### src/rtl/ctrl_pkg.sv
// Shared control-bus bit indices, opcode constants and helpers for the OF->EX control stage.
package ctrl_pkg;

  localparam int CTRL_W = 22;

  localparam int B_ST   = 0;
  localparam int B_LD   = 1;
  localparam int B_BEQ  = 2;
  localparam int B_BGT  = 3;
  localparam int B_RET  = 4;
  localparam int B_IMM  = 5;
  localparam int B_WB   = 6;
  localparam int B_UBR  = 7;
  localparam int B_CALL = 8;
  localparam int B_ADD  = 9;
  localparam int B_SUB  = 10;
  localparam int B_CMP  = 11;
  localparam int B_MUL  = 12;
  localparam int B_DIV  = 13;
  localparam int B_MOD  = 14;
  localparam int B_LSL  = 15;
  localparam int B_LSR  = 16;
  localparam int B_ASR  = 17;
  localparam int B_OR   = 18;
  localparam int B_AND  = 19;
  localparam int B_NOT  = 20;
  localparam int B_MOV  = 21;

  localparam logic [4:0] OP_ADD  = 5'b00000;
  localparam logic [4:0] OP_SUB  = 5'b00001;
  localparam logic [4:0] OP_MUL  = 5'b00010;
  localparam logic [4:0] OP_DIV  = 5'b00011;
  localparam logic [4:0] OP_MOD  = 5'b00100;
  localparam logic [4:0] OP_CMP  = 5'b00101;
  localparam logic [4:0] OP_AND  = 5'b00110;
  localparam logic [4:0] OP_OR   = 5'b00111;
  localparam logic [4:0] OP_NOT  = 5'b01000;
  localparam logic [4:0] OP_MOV  = 5'b01001;
  localparam logic [4:0] OP_LSL  = 5'b01010;
  localparam logic [4:0] OP_LSR  = 5'b01011;
  localparam logic [4:0] OP_ASR  = 5'b01100;
  localparam logic [4:0] OP_RSVD = 5'b01101;
  localparam logic [4:0] OP_LD   = 5'b01110;
  localparam logic [4:0] OP_ST   = 5'b01111;
  localparam logic [4:0] OP_BEQ  = 5'b10000;
  localparam logic [4:0] OP_BGT  = 5'b10001;
  localparam logic [4:0] OP_B    = 5'b10010;
  localparam logic [4:0] OP_CALL = 5'b10011;
  localparam logic [4:0] OP_RET  = 5'b10100;

  function automatic logic is_muldiv(input logic [CTRL_W-1:0] ctrl);
    return ctrl[B_MUL] | ctrl[B_DIV] | ctrl[B_MOD];
  endfunction

endpackage

### src/rtl/ctrl_decode.sv
// Combinational opcode decoder: top six instruction bits (op5..op1, I) to the 22-bit control bus.
// With CTRL_ILLEGAL_TRAP_EN defined it also flags unlisted opcodes.
module ctrl_decode
  import ctrl_pkg::*;
(
  input  logic [5:0]        instr_hi,
`ifdef CTRL_ILLEGAL_TRAP_EN
  output logic              illegal,
`endif
  output logic [CTRL_W-1:0] ctrl
);

  logic [4:0] op;
  assign op = instr_hi[5:1];

  always_comb begin
    ctrl = '0;
`ifdef CTRL_ILLEGAL_TRAP_EN
    illegal = 1'b0;
`endif
    ctrl[B_IMM] = instr_hi[0];
    // Writeback covers the whole ALU/load half of the map, plus call (link register)
    ctrl[B_WB]  = (!op[4] && op != OP_CMP && op != OP_RSVD && op != OP_ST) || (op == OP_CALL);
    case (op)
      OP_ADD:  ctrl[B_ADD] = 1'b1;
      OP_SUB:  ctrl[B_SUB] = 1'b1;
      OP_MUL:  ctrl[B_MUL] = 1'b1;
      OP_DIV:  ctrl[B_DIV] = 1'b1;
      OP_MOD:  ctrl[B_MOD] = 1'b1;
      OP_CMP:  ctrl[B_CMP] = 1'b1;
      OP_AND:  ctrl[B_AND] = 1'b1;
      OP_OR:   ctrl[B_OR]  = 1'b1;
      OP_NOT:  ctrl[B_NOT] = 1'b1;
      OP_MOV:  ctrl[B_MOV] = 1'b1;
      OP_LSL:  ctrl[B_LSL] = 1'b1;
      OP_LSR:  ctrl[B_LSR] = 1'b1;
      OP_ASR:  ctrl[B_ASR] = 1'b1;
      OP_LD:   ctrl[B_LD]  = 1'b1;
      OP_ST:   begin
        ctrl[B_ST]  = 1'b1;
        ctrl[B_ADD] = 1'b1;
      end
      OP_BEQ:  ctrl[B_BEQ] = 1'b1;
      OP_BGT:  ctrl[B_BGT] = 1'b1;
      OP_B:    ctrl[B_UBR] = 1'b1;
      OP_CALL: begin
        ctrl[B_CALL] = 1'b1;
        ctrl[B_UBR]  = 1'b1;
      end
      OP_RET:  begin
        ctrl[B_RET] = 1'b1;
        ctrl[B_UBR] = 1'b1;
      end
      default: begin
`ifdef CTRL_ILLEGAL_TRAP_EN
        illegal = 1'b1;
`endif
      end
    endcase
  end

endmodule

### src/rtl/pipelined_control_unit.sv
// One-stage OF->EX control pipeline: valid/ready bundle register, flush, MUL/DIV/MOD bubble throttling.
// Optional CTRL_ILLEGAL_TRAP_EN adds illegal_op (registered) and sticky illegal_seen outputs.
module pipelined_control_unit
  import ctrl_pkg::*;
#(
  parameter int INSTR_W    = 32,
  parameter int PC_W       = 32,
  parameter int MULDIV_LAT = 4
)(
  input  logic               clk,
  input  logic               reset,
  input  logic               in_valid,
  output logic               in_ready,
  input  logic [INSTR_W-1:0] in_instr,
  input  logic [PC_W-1:0]    in_pc,
  input  logic               flush,
  output logic               out_valid,
  input  logic               out_ready,
`ifdef CTRL_ILLEGAL_TRAP_EN
  output logic               illegal_op,
  output logic               illegal_seen,
`endif
  output logic [CTRL_W-1:0]  ctrl_bus,
  output logic [INSTR_W-1:0] out_instr,
  output logic [PC_W-1:0]    out_pc
);

  localparam int BUSY_W = $clog2(MULDIV_LAT) + 1;
  localparam logic [BUSY_W-1:0] BUSY_RELOAD = BUSY_W'(MULDIV_LAT - 1);

  logic               v_q, v_d;
  logic [BUSY_W-1:0]  busy_q, busy_d;
  logic [CTRL_W-1:0]  ctrl_q, ctrl_d;
  logic [INSTR_W-1:0] instr_q, instr_d;
  logic [PC_W-1:0]    pc_q, pc_d;
  logic [CTRL_W-1:0]  dec_ctrl;
  logic               idle, load, fire;

`ifdef CTRL_ILLEGAL_TRAP_EN
  logic dec_illegal;
  logic illegal_q, illegal_d;
  logic seen_q, seen_d;
`endif

  ctrl_decode u_decode (
    .instr_hi (in_instr[INSTR_W-1 -: 6]),
`ifdef CTRL_ILLEGAL_TRAP_EN
    .illegal  (dec_illegal),
`endif
    .ctrl     (dec_ctrl)
  );

  assign idle      = (busy_q == '0);
  assign out_valid = v_q & idle;
  assign in_ready  = ~flush & idle & (~v_q | out_ready);
  assign load      = in_valid & in_ready;
  assign fire      = out_valid & out_ready;

  always_comb begin
    v_d     = v_q;
    busy_d  = busy_q;
    ctrl_d  = ctrl_q;
    instr_d = instr_q;
    pc_d    = pc_q;
    if (load) begin
      ctrl_d  = dec_ctrl;
      instr_d = in_instr;
      pc_d    = in_pc;
    end
    if (flush) begin
      v_d    = 1'b0;
      busy_d = '0;
    end else begin
      if (load)      v_d = 1'b1;
      else if (fire) v_d = 1'b0;
      // A bundle loaded alongside a firing MUL/DIV/MOD waits out the bubbles in v_q
      if (fire && is_muldiv(ctrl_q)) busy_d = BUSY_RELOAD;
      else if (!idle)                busy_d = busy_q - BUSY_W'(1);
    end
  end

`ifdef CTRL_ILLEGAL_TRAP_EN
  always_comb begin
    illegal_d = illegal_q;
    if (load) illegal_d = dec_illegal;
    seen_d = seen_q | (fire & illegal_q);
  end
`endif

  always_ff @(posedge clk or negedge reset) begin
    if (!reset) begin
      v_q     <= 1'b0;
      busy_q  <= '0;
      ctrl_q  <= '0;
      instr_q <= '0;
      pc_q    <= '0;
`ifdef CTRL_ILLEGAL_TRAP_EN
      illegal_q <= 1'b0;
      seen_q    <= 1'b0;
`endif
    end else begin
      v_q     <= v_d;
      busy_q  <= busy_d;
      ctrl_q  <= ctrl_d;
      instr_q <= instr_d;
      pc_q    <= pc_d;
`ifdef CTRL_ILLEGAL_TRAP_EN
      illegal_q <= illegal_d;
      seen_q    <= seen_d;
`endif
    end
  end

  assign ctrl_bus  = ctrl_q;
  assign out_instr = instr_q;
  assign out_pc    = pc_q;
`ifdef CTRL_ILLEGAL_TRAP_EN
  assign illegal_op   = illegal_q;
  assign illegal_seen = seen_q;
`endif

endmodule

### config.mk
export PLATFORM = sky130hd
export DESIGN_NAME = pipelined_control_unit
export DESIGN_NICKNAME = d
export VERILOG_FILES = /design/src/rtl/ctrl_pkg.sv /design/src/rtl/ctrl_decode.sv /design/src/rtl/pipelined_control_unit.sv
export SDC_FILE = /design/constraint.sdc
export NUM_CORES = 1
export LEC_CHECK = 0
export CAP_MARGIN = 20
export CORE_MARGIN = 10
export CORE_UTILIZATION = 47
export CTS_BUF_LIST = sky130_fd_sc_hd__clkbuf_8
export DETAILED_ROUTE_END_ITERATION = 10
export GPL_TIMING_DRIVEN = 0
export PLACE_DENSITY_LB_ADDON = 0.25
export SYNTH_ARGS = -nofsm -noshare
export SYNTH_HDL_FRONTEND = slang
export SYNTH_SLANG_ARGS = --single-unit
export TNS_END_PERCENT = 30
### constraint.sdc
create_clock -name clk -period 3.6 [get_ports clk]
set_clock_uncertainty 0.15 [all_clocks]
set_input_delay 0.72 -clock clk [delete_from_list [all_inputs] [get_ports clk]]
set_output_delay 0.72 -clock clk [all_outputs]
set_load 0.02 [all_outputs]
==> key figures <==
Synth
  – Seq cells post-synth: approximately 90
  – Total nets after synthesis: around 320
  – Yosys top cell area share: between 60% and 70%
  – Unique cell type count in the Yosys netlist: 32
  – Sequential cell area fraction in the yosys report: 60.65%
  – Synth area leaders: dfrtp_1 61%, mux2_2 16%, mux2_1 9.2%, buf_6 1.2%, nor4_1 1.2%
  – Number of instances in the synthesized netlist: 250
  – Library cell with the largest summed area after synthesis: dfrtp_1
  – Number of enable flip-flop cells after synthesis: 0
  – Avg Synthesized Cell Area: around 15 um2
  – Async S/R FF share, synth: 100.0%
  – Most instantiated cells after synthesis: 89 x dfrtp_1, 53 x mux2_2, 30 x mux2_1
  – Yosys warns: 0
  – Flip-flop cell with the highest count after synthesis: dfrtp_1
  – Netlist area before placement: 3672 um2
  – Cell with the most instances after synthesis: dfrtp_1

Die
  – # IOs: 157
  – Floorplan die height: 108.4 um
  – Standard-cell row count: 32
  – Initial Utilization: about half
  – Die Outline Area: 11750 um2
  – Die span in x: 108.4 um
  – Std-Cell Core Area: between 7000 and 8000 um2

Pwr
  – Leakage dissipation: about 0.0024 uW
  – Switching share of power: between 30% and 40%
  – Fraction of power consumed by the clock network: about 14%
  – Net switching power: 1599 uW
  – Seq pwr share: between 30% and 40%
  – Comb pwr share: approximately 50%
  – Cell-internal power: 2933 uW
  – Power density cells: approximately 800 nW/um2
  – Worst-case vdd ir drop: 0.4298 mV

Critical path
  – Instance count on the critical path: 4
  – Most frequent CP cell: clkdlybuf4s50_1
  – CP required: around 2700 ps
  – CP Class: in -> out
  – Category of the worst setup path capture point: primary output
  – Highest cell delay on the worst timing path: ~640 ps
  – WP buf/inv: 2
  – Reg-to-reg endpoint: out_pc[22]
  – Highest fanout seen on the critical path: 6
  – Cell with the largest stage delay on the worst path: clkdlybuf4s50_1
  – Crit path max-delay family: buffers and inverters
  – Startpoint types: primary input
  – Crit-path cells: clkdlybuf4s50_1, nor2b_4, nor3b_1, clkdlybuf4s50_1
  – RR Startpoint: busy_q[0]
  – Setup slack, reg-to-reg: around 1400 ps
  – Critical Path AT: roughly 2200 ps
  – Length in cells of the worst reg-to-reg path: 9

Global route
  – Pin count of the biggest net entering global routing: 57
  – GRT Total Usage: 15.78%
  – Total grt overflow: 0
  – Initial antenna violation count: 0
  – Global-route wire length before repair: about 15 mm
  – Vias in the first global route: ~2800

Clock tree
  – Total clock buffers created by CTS: 9
  – Deepest clock path buffer count: 2
  – TritonCTS clock tree: yes
  – Clock slew seen by the registers of the worst setup and hold paths: around 90 ps
  – Maximum level of the CTS H-tree: 3
  – Buffer count from post-CTS setup fixing: 0
  – Count of hold-fix buffers inserted at cts: 0
  – Number of resized instances in the post-cts repair step: 0
  – Clock Sink Count: 89
  – Root buffer cell: clkbuf_8
  – Clock latency at the later pin of the worst-skew pair: between 300 and 400 ps

Routing
  – Total Routed Length: between 9 and 10 mm
  – Detailed-routing iteration count for the pre-antenna-repair pass: 5
  – Number of nets with antenna violations after routing: 0
  – Via density per instance: between 5 and 6
  – WL per Instance: ~18 um
  – Number of DRC violations after detailed-routing iteration 0: 93
  – DRC violation count after routing: 0
  – Routed via count: between 2000 and 3000

Placement
  – Detailed placement HPWL: ~7.4 mm
  – Cell count after placement: roughly 510
  – Count of port buffers added during placement: 155
  – Gpl congestion: between 0.7 and 0.8

Timing
  – Final critical delay including setup and external delays: slightly above 3000 ps
  – Worst Tran Pin Value: 594.7 ps
  – Post-Route Hold Slack: around 170 ps
  – Crit share post-route: 84.63%
  – Unrepaired setup endpoints after global routing: false
  – Headroom to the max-slew limit: between 50% and 60%
  – Number of hold violations in the final report: 0
  – Number of pins with negative max-slew slack in the final report: 0
  – Total setup violations reported at the end of the flow: 0
  – Maximum clock frequency: between 0.3 and 0.4 GHz

Final layout
  – ANT cells: 0
  – Fraction of final layout cells with drive strength greater than 1: 20.43%
  – Post-layout instance count excluding filler cells: ~520
  – Layout-stage area growth over the synthesis result: 51.21%
  – Post-layout net count: between 400 and 500
  – FILL cells: between 500 and 600

Flow run
  – Number of violations of the max-capacitance limit: 0

Hold path
  – Hold WC Path Type: in -> async

Outcome
  – Outcome: complete, no violations
metrics by stage:
| step | TNS (ps) | total power, uW | utilization, % | instance area (um2) | setup WS [ps] |
|---|---|---|---|---|---|
| 4_1_cts | 0 | 4600 | 72.61 | 5553 | 548.6 |
| 3_5_place_dp | 0 | 3962 | 70.30 | 5376 | 567.4 |
| 6_report | 0 | 4532 | 72.61 | 5553 | 553.3 |
| 5_1_grt | 0 | 4791 | 72.61 | 5553 | 505.8 |
| 3_3_place_gp | -138670 | 3896 | 69.98 | 5351 | -1564 |
| 2_1_floorplan | 0 | 2810 | - | 3672 | 1302 |
cell families (layout without fill, tap and decap cells):
kind of cell,Yosys count,in the layout,share of synthesized area (%)
flip-flops,89,89,60.65
AO/OA/AOI/OAI,15,15,2.896
XOR/XNOR,1,1,0.2385
AND/OR/NAND/NOR,36,36,6.167
adder cells (fa/ha/maj),2,2,0.6813
buffers and inverters,23,194,3.645
multiplexers,84,84,25.72
worst max path at each step:
| stage | to | slack (ps) | start |
|---|---|---|---|
| 5_1_grt | in_ready | 510 | out_ready |
| 3_3_place_gp | out_instr[25] | -1560 | reset |
| 3_5_place_dp | in_ready | 570 | out_ready |
| 4_1_cts | in_ready | 550 | out_ready |
| 6_report | in_ready | 550 | out_ready |
| 2_1_floorplan | in_ready | 1300 | flush |
state kept, by name, summed over array words and instances (netlist names):
register,flops
out_instr,31
ctrl_bus,22
busy_q,3
out_pc,32
v_q,1
worst reg2reg max path, delay by kind of cell, from the launching register on:
family        cells  cell delay [ps]
fa+ha+maj         2              270
buf+inv           4              640
flops             1              390
mux               1              340
simple gates      2              310
layer usage:
metal	part of all wire, %	global-route usage, %	vias up
li1	-	-	1216
met1	39	17.78	1295
met2	50	26.08	99
met3	11	7.852	6
met4	0.59	4.237	0
met5	0	0	-
area by class of cell:
type	count	area (um2)	area share, %
Buffer	17	111.4	2.005
Clock buffer	9	123.9	2.231
Clock inverter	6	52.55	0.9464
Inverter	6	22.52	0.4056
Multi-Input combinational cell	138	1311	23.61
Sequential cell	89	2227	40.11
Tap cell	102	127.6	2.298
Timing Repair Buffer	156	1577	28.39
cell usage in the layout, fill, tap and decap left out, types with 5 or more instances in the layout:
master / n
dfrtp_1: 89
o31ai_1: 5
nand2_1: 5
a21oi_1: 6
buf_2: 5
mux2_1: 30
clkdlybuf4s50_1: 154
nor3_1: 5
nor2_1: 6
nor4_1: 7
clkbuf_8: 9
inv_1: 8
mux2_2: 53
power by group through the flow:
stage | sequential (uW) | combinational (uW) | clock, uW
after floorplan | 2150 | 664 | 0
after CTS | 1640 | 2320 | 649
final | 1630 | 2270 | 629
after global placement | 1630 | 2270 | 0
after detailed placement | 1650 | 2310 | 0
after global routing | 1690 | 2420 | 684
Power figures use the tool's default switching activity.
